`config.mk`:
```
export PLATFORM = sky130hd
export DESIGN_NAME = sp_ram_fifo_flat
export DESIGN_NICKNAME = d
export VERILOG_FILES = /design/src/rtl/sp_ram_fifo_pkg.sv /design/src/rtl/sp_ram_fifo_if.sv /design/src/rtl/sp_ram_fifo_obuf.sv /design/src/rtl/sp_ram_fifo.sv /design/src/flat_wrapper.sv
export SDC_FILE = /design/constraint.sdc
export NUM_CORES = 1
export LEC_CHECK = 0
export CAP_MARGIN = 20
export CORE_UTILIZATION = 50
export CTS_BUF_LIST = sky130_fd_sc_hd__clkbuf_4 sky130_fd_sc_hd__clkbuf_8
export CTS_CLUSTER_SIZE = 25
export DETAILED_ROUTE_END_ITERATION = 16
export GPL_TIMING_DRIVEN = 0
export PLACE_DENSITY_LB_ADDON = 0.12
export SLEW_MARGIN = 20
export SYNTH_ARGS = -nofsm -noshare
export SYNTH_HDL_FRONTEND = slang
export SYNTH_SLANG_ARGS = --single-unit
export TNS_END_PERCENT = 100
```
`constraint.sdc`:
```
create_clock -name clock -period 3.31 [get_ports clock]
set_clock_uncertainty 0.15 [all_clocks]
set_input_delay 0.4965 -clock clock [delete_from_list [all_inputs] [get_ports clock]]
set_output_delay 0.4965 -clock clock [all_outputs]
set_load 0.02 [all_outputs]
```
`src/rtl/sp_ram_fifo_pkg.sv`:
```
// Shared defaults and grant encoding for the single-port-RAM FIFO.
package sp_ram_fifo_pkg;

  localparam int unsigned DEPTH_DEF = 32;
  localparam int unsigned WIDTH_DEF = 8;
  localparam int unsigned AW_DEF    = 5;
  localparam int unsigned CNT_W     = 6;

  typedef enum logic {
    GRANT_WRITE = 1'b0,
    GRANT_READ  = 1'b1
  } grant_e;

endpackage

```
`src/rtl/sp_ram_fifo_if.sv`:
```
// Producer/consumer handshakes plus the RAM master bus of the FIFO.
interface sp_ram_fifo_if
  import sp_ram_fifo_pkg::*;
#(
  parameter int unsigned WIDTH = WIDTH_DEF,
  parameter int unsigned AW    = AW_DEF
);

  logic             enq_valid;
  logic             enq_ready;
  logic [WIDTH-1:0] enq_bits;
  logic             deq_valid;
  logic             deq_ready;
  logic [WIDTH-1:0] deq_bits;
  logic [AW-1:0]    ram_addr;
  logic             ram_en;
  logic             ram_wmode;
  logic [WIDTH-1:0] ram_wmask;
  logic [WIDTH-1:0] ram_wdata;
  logic [WIDTH-1:0] ram_rdata;

  modport master (
    output enq_valid, enq_bits, deq_ready, ram_rdata,
    input  enq_ready, deq_valid, deq_bits,
    input  ram_addr, ram_en, ram_wmode, ram_wmask, ram_wdata
  );

  modport slave (
    input  enq_valid, enq_bits, deq_ready, ram_rdata,
    output enq_ready, deq_valid, deq_bits,
    output ram_addr, ram_en, ram_wmode, ram_wmask, ram_wdata
  );

endinterface

```
`src/rtl/sp_ram_fifo_obuf.sv`:
```
// Two-entry output queue: captures RAM read data, presents it as a valid/ready source.
module sp_ram_fifo_obuf #(
  parameter int unsigned WIDTH = 8
) (
  input  logic             i_clk,
  input  logic             i_clear,
  input  logic             i_cap_valid,
  input  logic [WIDTH-1:0] i_cap_data,
  input  logic             i_deq_ready,
  output logic             o_deq_valid,
  output logic [WIDTH-1:0] o_deq_bits,
  output logic [1:0]       o_cnt
);

  logic [WIDTH-1:0] r_mem [2];
  logic             r_head;
  logic [1:0]       r_cnt;

  logic w_pop;
  logic w_push;
  logic w_tail;

  always_comb begin
    w_pop  = i_deq_ready && (r_cnt != 2'd0);
    // A full buffer only accepts a capture when a pop frees a slot the same cycle
    w_push = i_cap_valid && ((r_cnt != 2'd2) || w_pop);
    w_tail = r_head ^ r_cnt[0];
  end

  always_ff @(posedge i_clk) begin
    if (i_clear) begin
      r_head <= 1'b0;
      r_cnt  <= 2'd0;
    end else begin
      if (w_pop) begin
        r_head <= ~r_head;
      end
      r_cnt <= r_cnt + {1'b0, w_push} - {1'b0, w_pop};
    end
  end

  always_ff @(posedge i_clk) begin
    if (!i_clear && w_push) begin
      r_mem[w_tail] <= i_cap_data;
    end
  end

  always_comb begin
    o_deq_valid = (r_cnt != 2'd0);
    o_deq_bits  = (r_cnt != 2'd0) ? r_mem[r_head] : '0;
    o_cnt       = r_cnt;
  end

endmodule

```
`src/rtl/sp_ram_fifo.sv`:
```
// FIFO backed by an external single-port masked RAM; round-robin write/read arbitration.
module sp_ram_fifo
  import sp_ram_fifo_pkg::*;
#(
  parameter int unsigned DEPTH = DEPTH_DEF,
  parameter int unsigned WIDTH = WIDTH_DEF,
  parameter int unsigned AW    = AW_DEF
) (
  input  logic             clock,
  input  logic             reset,
  input  logic             flush,
  output logic [CNT_W-1:0] count,
  sp_ram_fifo_if.slave     bus
);

  localparam logic [AW:0] RamFull = (AW + 1)'(DEPTH);

  logic [AW-1:0] r_wptr;
  logic [AW-1:0] r_rptr;
  logic [AW:0]   r_ram_cnt;
  logic          r_inflight;
  grant_e        r_last_grant;

  logic             w_live;
  logic             w_full;
  logic             w_wr_req;
  logic             w_rd_req;
  logic             w_read_wins;
  logic             w_contest;
  logic             w_grant_wr;
  logic             w_grant_rd;
  logic [1:0]       w_obuf_cnt;
  logic             w_deq_valid;
  logic [WIDTH-1:0] w_deq_bits;

  always_comb begin
    w_live      = !reset && !flush;
    w_full      = (r_ram_cnt == RamFull);
    w_wr_req    = bus.enq_valid && !w_full;
    // Keep obuf plus any returning read within two slots so a capture always fits
    w_rd_req    = (r_ram_cnt != '0) && ((w_obuf_cnt + {1'b0, r_inflight}) < 2'd2);
    w_read_wins = (r_last_grant == GRANT_WRITE);
    w_contest   = w_wr_req && w_rd_req;
    w_grant_wr  = w_live && w_wr_req && !(w_rd_req && w_read_wins);
    w_grant_rd  = w_live && w_rd_req && !(w_wr_req && !w_read_wins);
  end

  always_comb begin
    bus.enq_ready = !w_full && !(w_rd_req && w_read_wins);
    bus.ram_en    = w_grant_wr || w_grant_rd;
    bus.ram_wmode = w_grant_wr;
    bus.ram_addr  = '0;
    if (w_grant_wr) begin
      bus.ram_addr = r_wptr;
    end else if (w_grant_rd) begin
      bus.ram_addr = r_rptr;
    end
    bus.ram_wmask = w_grant_wr ? '1 : '0;
    bus.ram_wdata = w_grant_wr ? bus.enq_bits : '0;
    bus.deq_valid = w_deq_valid;
    bus.deq_bits  = w_deq_bits;
    count         = CNT_W'(r_ram_cnt) + CNT_W'(r_inflight) + CNT_W'(w_obuf_cnt);
  end

  always_ff @(posedge clock) begin
    if (reset) begin
      r_wptr       <= '0;
      r_rptr       <= '0;
      r_ram_cnt    <= '0;
      r_inflight   <= 1'b0;
      r_last_grant <= GRANT_WRITE;
    end else if (flush) begin
      r_wptr     <= '0;
      r_rptr     <= '0;
      r_ram_cnt  <= '0;
      r_inflight <= 1'b0;
    end else begin
      if (w_grant_wr) begin
        r_wptr <= r_wptr + 1'b1;
      end
      if (w_grant_rd) begin
        r_rptr <= r_rptr + 1'b1;
      end
      r_ram_cnt  <= r_ram_cnt + (AW + 1)'(w_grant_wr) - (AW + 1)'(w_grant_rd);
      r_inflight <= w_grant_rd;
      if (w_contest) begin
        r_last_grant <= w_grant_wr ? GRANT_WRITE : GRANT_READ;
      end
    end
  end

  // Clearing on flush/reset also drops read data returning in the following cycle
  sp_ram_fifo_obuf #(
    .WIDTH(WIDTH)
  ) u_obuf (
    .i_clk       (clock),
    .i_clear     (reset || flush),
    .i_cap_valid (r_inflight),
    .i_cap_data  (bus.ram_rdata),
    .i_deq_ready (bus.deq_ready),
    .o_deq_valid (w_deq_valid),
    .o_deq_bits  (w_deq_bits),
    .o_cnt       (w_obuf_cnt)
  );

endmodule

```
`src/flat_wrapper.sv`:
```
// flat-port wrapper written by rule: the top's interface ports become plain ports
module sp_ram_fifo_flat import sp_ram_fifo_pkg::*;
#(
  parameter int unsigned DEPTH = DEPTH_DEF,
  parameter int unsigned WIDTH = WIDTH_DEF,
  parameter int unsigned AW    = AW_DEF
)
  (clock, reset, flush, count, bus_enq_valid, bus_enq_bits, bus_deq_ready, bus_ram_rdata, bus_enq_ready, bus_deq_valid, bus_deq_bits, bus_ram_addr, bus_ram_en, bus_ram_wmode, bus_ram_wmask, bus_ram_wdata);
  sp_ram_fifo_if #(.WIDTH(WIDTH), .AW(AW)) bus_i ();
  input  logic clock;
  input  logic reset;
  input  logic flush;
  output logic [CNT_W-1:0] count;
  input wire logic [$bits(bus_i.enq_valid)-1:0] bus_enq_valid;
  input wire logic [$bits(bus_i.enq_bits)-1:0] bus_enq_bits;
  input wire logic [$bits(bus_i.deq_ready)-1:0] bus_deq_ready;
  input wire logic [$bits(bus_i.ram_rdata)-1:0] bus_ram_rdata;
  output wire logic [$bits(bus_i.enq_ready)-1:0] bus_enq_ready;
  output wire logic [$bits(bus_i.deq_valid)-1:0] bus_deq_valid;
  output wire logic [$bits(bus_i.deq_bits)-1:0] bus_deq_bits;
  output wire logic [$bits(bus_i.ram_addr)-1:0] bus_ram_addr;
  output wire logic [$bits(bus_i.ram_en)-1:0] bus_ram_en;
  output wire logic [$bits(bus_i.ram_wmode)-1:0] bus_ram_wmode;
  output wire logic [$bits(bus_i.ram_wmask)-1:0] bus_ram_wmask;
  output wire logic [$bits(bus_i.ram_wdata)-1:0] bus_ram_wdata;
  assign bus_i.enq_valid = bus_enq_valid;
  assign bus_i.enq_bits = bus_enq_bits;
  assign bus_i.deq_ready = bus_deq_ready;
  assign bus_i.ram_rdata = bus_ram_rdata;
  assign bus_enq_ready = bus_i.enq_ready;
  assign bus_deq_valid = bus_i.deq_valid;
  assign bus_deq_bits = bus_i.deq_bits;
  assign bus_ram_addr = bus_i.ram_addr;
  assign bus_ram_en = bus_i.ram_en;
  assign bus_ram_wmode = bus_i.ram_wmode;
  assign bus_ram_wmask = bus_i.ram_wmask;
  assign bus_ram_wdata = bus_i.ram_wdata;
  sp_ram_fifo #(.DEPTH(DEPTH), .WIDTH(WIDTH), .AW(AW)) u_core (.clock(clock), .reset(reset), .flush(flush), .count(count), .bus(bus_i));
endmodule
```
# Word level (Yosys, flattened, before mapping)
# Memories as Yosys holds them, arrays and structs flattened. A register that Yosys moved wholly into a read port is not among the register bits.
# Cells that the tools add are included.
[word_totals]
ramBits = 16
word_cells = 61
output_inout_bits = 39
n_memories = 1
input_bits = 21
reg_bits = 21
[memory_table]
columns = ["memory", "depth", "word_bits", "read_ports", "rd_clocked_by_memory_dff", "wr", "line_no", "text"]
rows = [
  ["u_core.u_obuf.r_mem", 2, 8, 1, 1, 1, "sp_ram_fifo_obuf.sv:15", "logic [WIDTH-1:0] r_mem [2];"],
]
[op_classes]
n_eq_ne = 2
n_lt_le_gt_ge = 1
bitwise = 4
muxes = 10
n_reduce_logical = 27
add_sub_neg = 9
[ops]
columns = ["op", "n"]
rows = [
  ["$mux 8", 3],
  ["$logic_and 1x1->1", 14],
  ["$add 6x1->6", 2],
  ["$add 5x1->5 const B", 2],
  ["$mux 5", 2],
  ["$add 6x2->6", 1],
  ["$eq 6x6->1 const B", 1],
  ["$logic_not 1->1", 6],
  ["$reduce_bool 6->1", 1],
  ["$sub 6x1->6", 1],
  ["$mux 1", 5],
  ["$add 2x1->2", 2],
  ["$logic_or 1x1->1", 3],
  ["$not 1->1", 3],
  ["$lt 2x2->1 const B", 1],
  ["$ne 2x2->1 const B", 1],
  ["$reduce_and 2->1", 1],
  ["$reduce_bool 2->1", 1],
  ["$reduce_or 2->1", 1],
  ["$sub 2x1->2", 1],
  ["$xor 1x1->1", 1],
]

# Longest topological paths before layout
# Gate-level depths: netlist of the first run.
[depth]
word_depth = 8
mapped_depth = 12
mapped_depth_nobuf = 11

# By module
# Synthesis of the first run repeated with hierarchy kept, for this count alone.
[unflattened]
hier_cells = 217
hier_area_um2 = 2195.9
[by_module_without_submodules]
columns = ["module", "area_each_um2", "instances", "seq_area_each_um2", "cells_each"]
rows = [
  ["sp_ram_fifo", 1367.6, 1, 360.3, 155],
  ["sp_ram_fifo_obuf", 828.3, 1, 560.5, 62],
]

# Least setup slack after synthesis of the first run
# No wires, ideal clock.
[synth_path]
path_kind = "register -> output"
startpoint = "register u_core.r_ram_cnt[2]"
endpoint = "output bus_ram_wdata[0]"
path_slack_ps = 718
path_stages_with_launch = 9
arrival_ps = 1945
path_buffers = 2
t_required_ps = 2663
path_cell_list = "dfxtp_1 -> inv_1 -> ha_1 -> and4bb_1 -> nand2b_1 -> buf_2 -> nor3_4 -> buf_4 -> and2_1"
[synth_between]
elab_chain_cells = 6
elab_cells_between_ends = 10
cone_classes = "eq/ne: 1; mux: 1; reduce/logical: 8"
[synth_lines]
columns = ["item", "line_no", "text"]
rows = [
  ["from (decl)", "sp_ram_fifo.sv:20", "logic [AW:0] r_ram_cnt;"],
  ["from (signal assigned)", "sp_ram_fifo.sv:84", "r_ram_cnt <= r_ram_cnt + (AW + 1)'(w_grant_wr) - (AW + 1)'(w_grant_rd);"],
  ["$eq 6x6->1 or $reduce_bool 6->1 (tied branches)", "sp_ram_fifo.sv:38, sp_ram_fifo.sv:41", ""],
  ["$logic_not 1->1 or $logic_and 1x1->1 (tied branches)", "sp_ram_fifo.sv:39, sp_ram_fifo.sv:41", ""],
  ["$logic_and 1x1->1 (on tied branches)", "sp_ram_fifo.sv:39, sp_ram_fifo.sv:44", ""],
  ["$logic_and 1x1->1 or $logic_not 1->1 (tied branches)", "sp_ram_fifo.sv:44", "w_grant_wr = w_live && w_wr_req && !(w_rd_req && w_read_wins);"],
  ["$logic_and 1x1->1 *", "sp_ram_fifo.sv:44", ""],
  ["via bus_ram_wmode", "flat_wrapper.sv:23", "output wire logic [$bits(bus_i.ram_wmode)-1:0] bus_ram_wmode;"],
  ["$mux 8 *", "sp_ram_fifo.sv:59", "bus.ram_wdata = w_grant_wr ? bus.enq_bits : '0;"],
  ["to (decl)", "flat_wrapper.sv:25", "output wire logic [$bits(bus_i.ram_wdata)-1:0] bus_ram_wdata;"],
]
# The timed path passes the listed nets; every way through them passes the cells marked *.

# Worst setup path after layout of the first run
[layout_path]
startpoint = "register u_core.r_ram_cnt[2]"
endpoint = "output bus_ram_wmode"
[layout_between]
elab_chain_cells = 5
elab_cells_between_ends = 9
cone_classes = "eq/ne: 1; reduce/logical: 8"
[layout_lines]
columns = ["item", "line_no"]
rows = [
  ["$eq 6x6->1 or $reduce_bool 6->1 (tied branches)", "sp_ram_fifo.sv:38, sp_ram_fifo.sv:41"],
  ["$logic_not 1->1 or $logic_and 1x1->1 (tied branches)", "sp_ram_fifo.sv:39, sp_ram_fifo.sv:41"],
  ["$logic_and 1x1->1 (on tied branches)", "sp_ram_fifo.sv:39, sp_ram_fifo.sv:44"],
  ["$logic_and 1x1->1 or $logic_not 1->1 (tied branches)", "sp_ram_fifo.sv:44"],
  ["$logic_and 1x1->1 *", "sp_ram_fifo.sv:44"],
  ["to (decl)", "flat_wrapper.sv:23"],
]
# Mark *: on every way between the ends. The rest lies on a longest branch, timed or not.

==> results of run 1 <==
## layer usage
| layer | share of wire (%) | GRT usage, % |
|---|---|---|
| met5 | 0 | 0 |
| met4 | 1.4 | 7.55 |
| met3 | 3.8 | 4.50 |
| met2 | 49 | 33.9 |
| met1 | 46 | 26.1 |
## critical path: stages, from the launching register on
cell	delay, ns
dfxtp_2	0.39
inv_1	0.08
ha_1	0.22
and4bb_1	0.24
nand2b_1	0.14
buf_2	0.18
nor3_4	0.16
buf_6	0.19
clkdlybuf4s50_1	0.61
## cell type report
type,count,area [µm²],area share [%]
Buffer,16,114,3.80
Clock buffer,5,68.8,2.29
Timing Repair Buffer,60,604,20.2
Sequential cell,38,923,30.8
Multi-Input combinational cell,142,1090,36.4
Clock inverter,3,63.8,2.13
Inverter,19,71.3,2.38
Tap cell,50,62.6,2.09
## how the worst min path moves through the flow
| stage | start | to | slack, ns | cells past startpoint |
|---|---|---|---|---|
| final | u_core.r_wptr[4] | u_core.r_wptr[4] | 0.33 | 1 |
| after global routing | u_core.r_rptr[4] | u_core.r_rptr[4] | 0.36 | 1 |
| after CTS | u_core.r_wptr[4] | u_core.r_wptr[4] | 0.32 | 1 |
| after detailed placement | u_core.r_wptr[4] | u_core.r_wptr[4] | 0.31 | 1 |
| after global placement | u_core.r_rptr[4] | u_core.r_rptr[4] | 0.30 | 1 |
| after floorplan | u_core.r_wptr[4] | u_core.r_wptr[4] | 0.29 | 1 |
## power by group through the flow
stage | combinational (mW) | clock (mW) | sequential, mW
after floorplan | 0.475 | 0 | 0.571
after global placement | 0.692 | 0 | 0.580
after detailed placement | 0.701 | 0 | 0.581
after CTS | 0.712 | 0.470 | 0.572
after global routing | 0.798 | 0.488 | 0.581
final | 0.734 | 0.463 | 0.574
## sequential cells by signal, indices dropped and copies added (netlist names), named ones only
register              flops
u_core.r_rptr             5
u_core.r_wptr             5
u_core.r_inflight         1
u_core.r_last_grant       1
u_core.u_obuf.r_head      1
u_core.r_ram_cnt          6
u_core.u_obuf.o_cnt       2
u_core.u_obuf.r_mem      16
## logic make-up after synthesis
logic type / count (synthesis) / synth area share [%]
simple gates: 66 / 15.9
buf+inv: 35 / 8.38
flops: 38 / 42.5
compound gates: 31 / 9.88
mux: 19 / 8.78
xor+xnor: 9 / 3.64
fa+ha+maj: 17 / 10.9
## cell usage after synthesis (all sizes together) (2+ instances only)
cell | count | share of area (%)
dfxtp | 22 | 20
nor2 | 20 | 3.6
inv | 19 | 3.3
mux2i | 19 | 8.8
edfxtp | 16 | 22
ha | 14 | 8.1
nand2 | 14 | 2.4
buf | 12 | 4.4
and2 | 11 | 3.2
a21oi | 7 | 1.6
o21ai | 7 | 1.6
a22o | 5 | 2.0
xnor2 | 5 | 2.0
clkbuf | 4 | 0.69
nor4 | 4 | 1.2
xor2 | 4 | 1.6
fa | 3 | 2.8
nand3 | 3 | 0.69
nor3 | 3 | 1.2
a21o | 2 | 0.69
nand2b | 2 | 0.58
nand4 | 2 | 0.58
o311ai | 2 | 0.81
o41ai | 2 | 0.81
## through the flow
step                hold WS, ns  TNS, ns  std cells  util, %
global route              0.362        0        333     73.4
detailed placement        0.312   -0.165        324     69.0
floorplan                 0.287        0        215        -
global placement          0.302        0        324     69.0
CTS                       0.323        0        333     72.4
finish                    0.327        0        333     73.4
## timing repair
action	4_1_cts	5_1_grt
gates resized for setup	15	13
setup endpoints to repair	22	11
buffers inserted	1	0
pin swaps	2	0
==> results_dict.tcl, run 1 <==
set metrics [dict create \
    status "completed" \
    cts.clk_slew.worst_paths_ns 0.08 \
    ctsLongestPathBuffers 2 \
    cp-end-kind "output pin" \
    pwr-share-seq_pct 32.4 \
    gp_congestion 0.732 \
    grt_first_pass_wirelength_um 6960 \
    drive_gt1_share_pct 9.89 \
    vias 1702 \
    area_growth_pct 38.5 \
    fmax_mhz 317 \
    p_per_area_nw_per_um2 591 \
    ys_ff_latch 38 \
    cell_internal_pwr_mw 1.18 \
    drc 0 \
    htreeDepth 2 \
    grt_setup_unrepaired "no" \
    wl_um 4320 \
    pwr-share-comb_pct 41.4 \
    hold_buffers 0 \
    rr_worst_depth 12 \
    core_area_um2 4090 \
    worst_slew_pin_slew_ns 0.661 \
    synth_area_um2 2170 \
    cp_max_fo 18 \
    ys_seq_area_share_pct 42.5 \
    worstSetupEndpoint "bus_ram_wmode" \
    postSynth.asyncResetShare_pct 0 \
    final-setup-viol-count 0 \
    ant_nets 0 \
    worstSetupPathType "reg -> out" \
    finalWorstSetupSlack_ns 0.155 \
    fin_total_pwr_mw 1.77 \
    peakVddDrop_v 0.000441 \
    slew_headroom_pct 55.8 \
    drt-initial-drc-count 61 \
    drt_first_pass_iters 4 \
    yosys.cell_types.count 43 \
    antenna_found_initial 0 \
    syn_area_per_cell_um2 10.1 \
    r2r_start "u_core.r_ram_cnt[4]" \
    place_area_um2 2820 \
    drv_cap 0 \
    hold_path.class "reg -> reg" \
    p_sw_uw 595 \
    synth_top_flop_cell "dfxtp_1" \
    cts_buffers 5 \
    syn_inst 215 \
    final_cell_area_um2 3000 \
    drt-vias-per-instance 5.11 \
    rrSetupSlack_ns 0.61 \
    clkPwrFrac_pct 26.1 \
    clock-sinks 38 \
    startpoint "u_core.r_ram_cnt[2]" \
    mostFrequentLayoutCells "38 x clkdlybuf4s50_1, 20 x dfxtp_1, 19 x inv_1, 19 x nor2_1, 19 x mux2i_1" \
    grt_pass1_vias 1516 \
    diodes 0 \
    dpl.hpwl_um 3150 \
    numPortBuffers 59 \
    die_y_um 67.8 \
    wl_per_cell_um 13.0 \
    grt_max_degree 19 \
    worstPathRequired_ns 2.66 \
    critPathLaunchType "flip-flop" \
    slew_violations 0 \
    mostFrequentLayoutCell "clkdlybuf4s50_1" \
    initial_utilization_pct 53.0 \
    die_w_um 67.8 \
    grt_usage_pct 20.5 \
    synth_edf_count 16 \
    yosys_warnings 0 \
    io_pins 60 \
    cts-root-buf "clkbuf_8" \
    tritoncts "done" \
    r2r-end "u_core.r_ram_cnt[4]" \
    gr-total-overflow 0 \
    nNetsFinal 320 \
    fin_crit_sh_pct 95.3 \
    syn-num-nets 253 \
    die_area_um2 4600 \
    clock_latency_ns 0.29 \
    n_fill_cell 322 \
    finalHoldViolCount 0 \
    p_leak_nw 1.36 \
    worstPathArrival_ns 2.51 \
    p_sw_share_pct 33.6 \
    post-route-min-period_ns 3.15 \
    num_rows 23 \
    pre_cts_ws_ns -0.0272 \
]
(Power assumes the default switching activity.)
==> run 2: changes to the inputs <==
REMOVE_ABC_BUFFERS = 1   (was unset)
SLEW_MARGIN = 10   (was 20)
==> run 2 against run 1 <==
Maximum frequency up 1.4%. Count of clock-buffer cells in the layout increased by 1. Highest routed layer unchanged. Non-clock buffer count down 5. Register-to-register slack worse by 0.07 ns. Total power grew 2.8%.
==> results_dict.tcl, run 2 (synthesis results as in run 1) <==
set metrics [dict create \
    diodes 0 \
    pwr-share-seq_pct 31.6 \
    clkPwrFrac_pct 26.6 \
    cp-end-kind "output pin" \
    clock-sinks 38 \
    pwr-share-comb_pct 41.8 \
    htreeDepth 2 \
    vias 1699 \
    gp_congestion 0.749 \
    peakVddDrop_v 0.000410 \
    clock_latency_ns 0.29 \
    drc 0 \
    ctsLongestPathBuffers 2 \
    reg_top3 "u_core.u_obuf.r_mem x16, u_core.r_ram_cnt x6" \
    mostFrequentLayoutCells "46 x clkdlybuf4s50_1, 21 x dfxtp_1, 19 x inv_1, 19 x mux2i_1, 18 x nor2_1" \
    drive_gt1_share_pct 10.4 \
    largest-register "u_core.u_obuf.r_mem" \
    critPathLaunchType "flip-flop" \
    status "completed" \
    grt_max_degree 14 \
    worstSetupPathType "reg -> out" \
    finalHoldViolCount 0 \
    final-setup-viol-count 0 \
    die_area_um2 4600 \
    worstPathRequired_ns 2.66 \
    cts-root-buf "clkbuf_8" \
    holdPathEnd "u_core.r_wptr[4]" \
    rr_worst_depth 12 \
    wl_um 4670 \
    cts_buffers 5 \
    wl_per_cell_um 14.2 \
    final.setup.tns_ns 0 \
    tritoncts "done" \
    worst_slew_pin_slew_ns 0.683 \
    drt_first_pass_iters 4 \
    fin_util_pct 74.2 \
    finalWorstSetupSlack_ns 0.199 \
    ant_nets 0 \
    worstHoldStart "u_core.r_wptr[4]" \
    slew_headroom_pct 54.3 \
    die_w_um 67.8 \
    antenna_found_initial 0 \
    largest_reg_flops 16 \
    hold_ws_ns 0.327 \
    cp_max_fo 9 \
    die_y_um 67.8 \
    p_per_area_nw_per_um2 601 \
    p_leak_nw 1.38 \
    r2r-end "u_core.r_ram_cnt[5]" \
    drv_cap 0 \
    hold_path.class "reg -> reg" \
    worstPathArrival_ns 2.46 \
    fin_crit_sh_pct 94.0 \
    slew_violations 0 \
    gr-total-overflow 0 \
    core_area_um2 4090 \
    final_cell_area_um2 3030 \
    min_path_cells 1 \
    p_sw_share_pct 33.2 \
    place_area_um2 2720 \
    grt_usage_pct 21.1 \
    grt_first_pass_wirelength_um 7090 \
    pre_cts_ws_ns -0.382 \
    r2r_start "u_core.r_ram_cnt[3]" \
    fmax_mhz 321 \
    drt-vias-per-instance 5.16 \
    area_growth_pct 39.9 \
    post-route-min-period_ns 3.11 \
    rrSetupSlack_ns 0.54 \
    cell_internal_pwr_mw 1.22 \
    io_pins 60 \
    initial_utilization_pct 53.0 \
    numPortBuffers 59 \
    drt-initial-drc-count 108 \
    grt_pass1_vias 1553 \
    num_rows 23 \
    grt_setup_unrepaired "no" \
    p_sw_uw 605 \
    dpl.hpwl_um 3200 \
    mostFrequentLayoutCell "clkdlybuf4s50_1" \
    cts.clk_slew.worst_paths_ns 0.07 \
    nNetsFinal 316 \
]
-- run 2: cell types whose count changed in the layout (fill, tap and decap cells not counted), sizes merged --
cell	before	now
clkbuf	9	6
dlygate4sd2	11	0
clkdlybuf4s50	38	46
dlymetal6s2s	9	13
clkinv	1	0
buf	14	12
nor3	3	4
-- run 2: how the worst max path moves through the flow --
| stage | slack [ns] | depth (start not counted) | from | end |
|---|---|---|---|---|
| after detailed placement | -0.38 | 7 | flush | bus_ram_addr[3] |
| final | 0.20 | 7 | u_core.u_obuf.o_cnt[0] | count[4] |
| after CTS | 0.0004 | 8 | u_core.r_ram_cnt[2] | bus_ram_addr[3] |
| after global routing | 0.01 | 7 | u_core.u_obuf.o_cnt[0] | count[4] |
| after global placement | -0.95 | 6 | flush | bus_ram_addr[3] |
| after floorplan | -0.51 | 6 | u_core.r_ram_cnt[2] | bus_ram_addr[0] |
-- run 2: power by group through the flow --
| stage | Clock (mW) | Sequential (mW) | Combinational (mW) |
|---|---|---|---|
| global placement | 0 | 0.583 | 0.634 |
| floorplan | 0 | 0.573 | 0.419 |
| detailed placement | 0 | 0.584 | 0.641 |
| CTS | 0.491 | 0.574 | 0.741 |
| finish | 0.485 | 0.575 | 0.761 |
| global route | 0.511 | 0.583 | 0.829 |
-- run 2: what timing repair did --
action                                  4_1_cts  5_1_grt
pin swaps                                     4        1
setup buffers                                 9        2
hold buffers                                  0        0
hold endpoints to repair                      0        0
gates cloned                                  1        0
gates resized for setup                       6       16
endpoints found under the setup margin       22       22
-- run 2: critical path, cell delays in order (launching register included) --
cell and delay (ns):
dfxtp_1 0.47, inv_1 0.13, fa_1 0.44, inv_1 0.08, fa_1 0.22, nand2_1 0.08, xnor2_1 0.13, clkdlybuf4s50_1 0.62
-- run 2: routing by layer --
metal / track usage, % / part of all wire, % / vias to the layer above
met5: 0 / 0 / -
met4: 8.07 / 1.1 / 0
met3: 6.33 / 4.4 / 6
met2: 36.8 / 51 / 34
met1: 24.0 / 43 / 790
li1: - / - / 869
-- run 2: per-stage QoR --
step	power [mW]	instances
final	1.82	329
after global routing	1.92	329
after CTS	1.81	327
after detailed placement	1.23	309
after global placement	1.22	308
after floorplan	0.992	199
-- run 2: layout make-up --
| class | instances | area [µm²] |
|---|---|---|
| multi-input cells | 143 | 1110 |
| fillers | 300 | 1060 |
| flip-flops and latches | 38 | 922 |
| repair buffers | 71 | 717 |
| clock buffers | 6 | 82.6 |
| inverters | 19 | 71.3 |
| well taps | 50 | 62.6 |
| clock inverters | 2 | 60.1 |
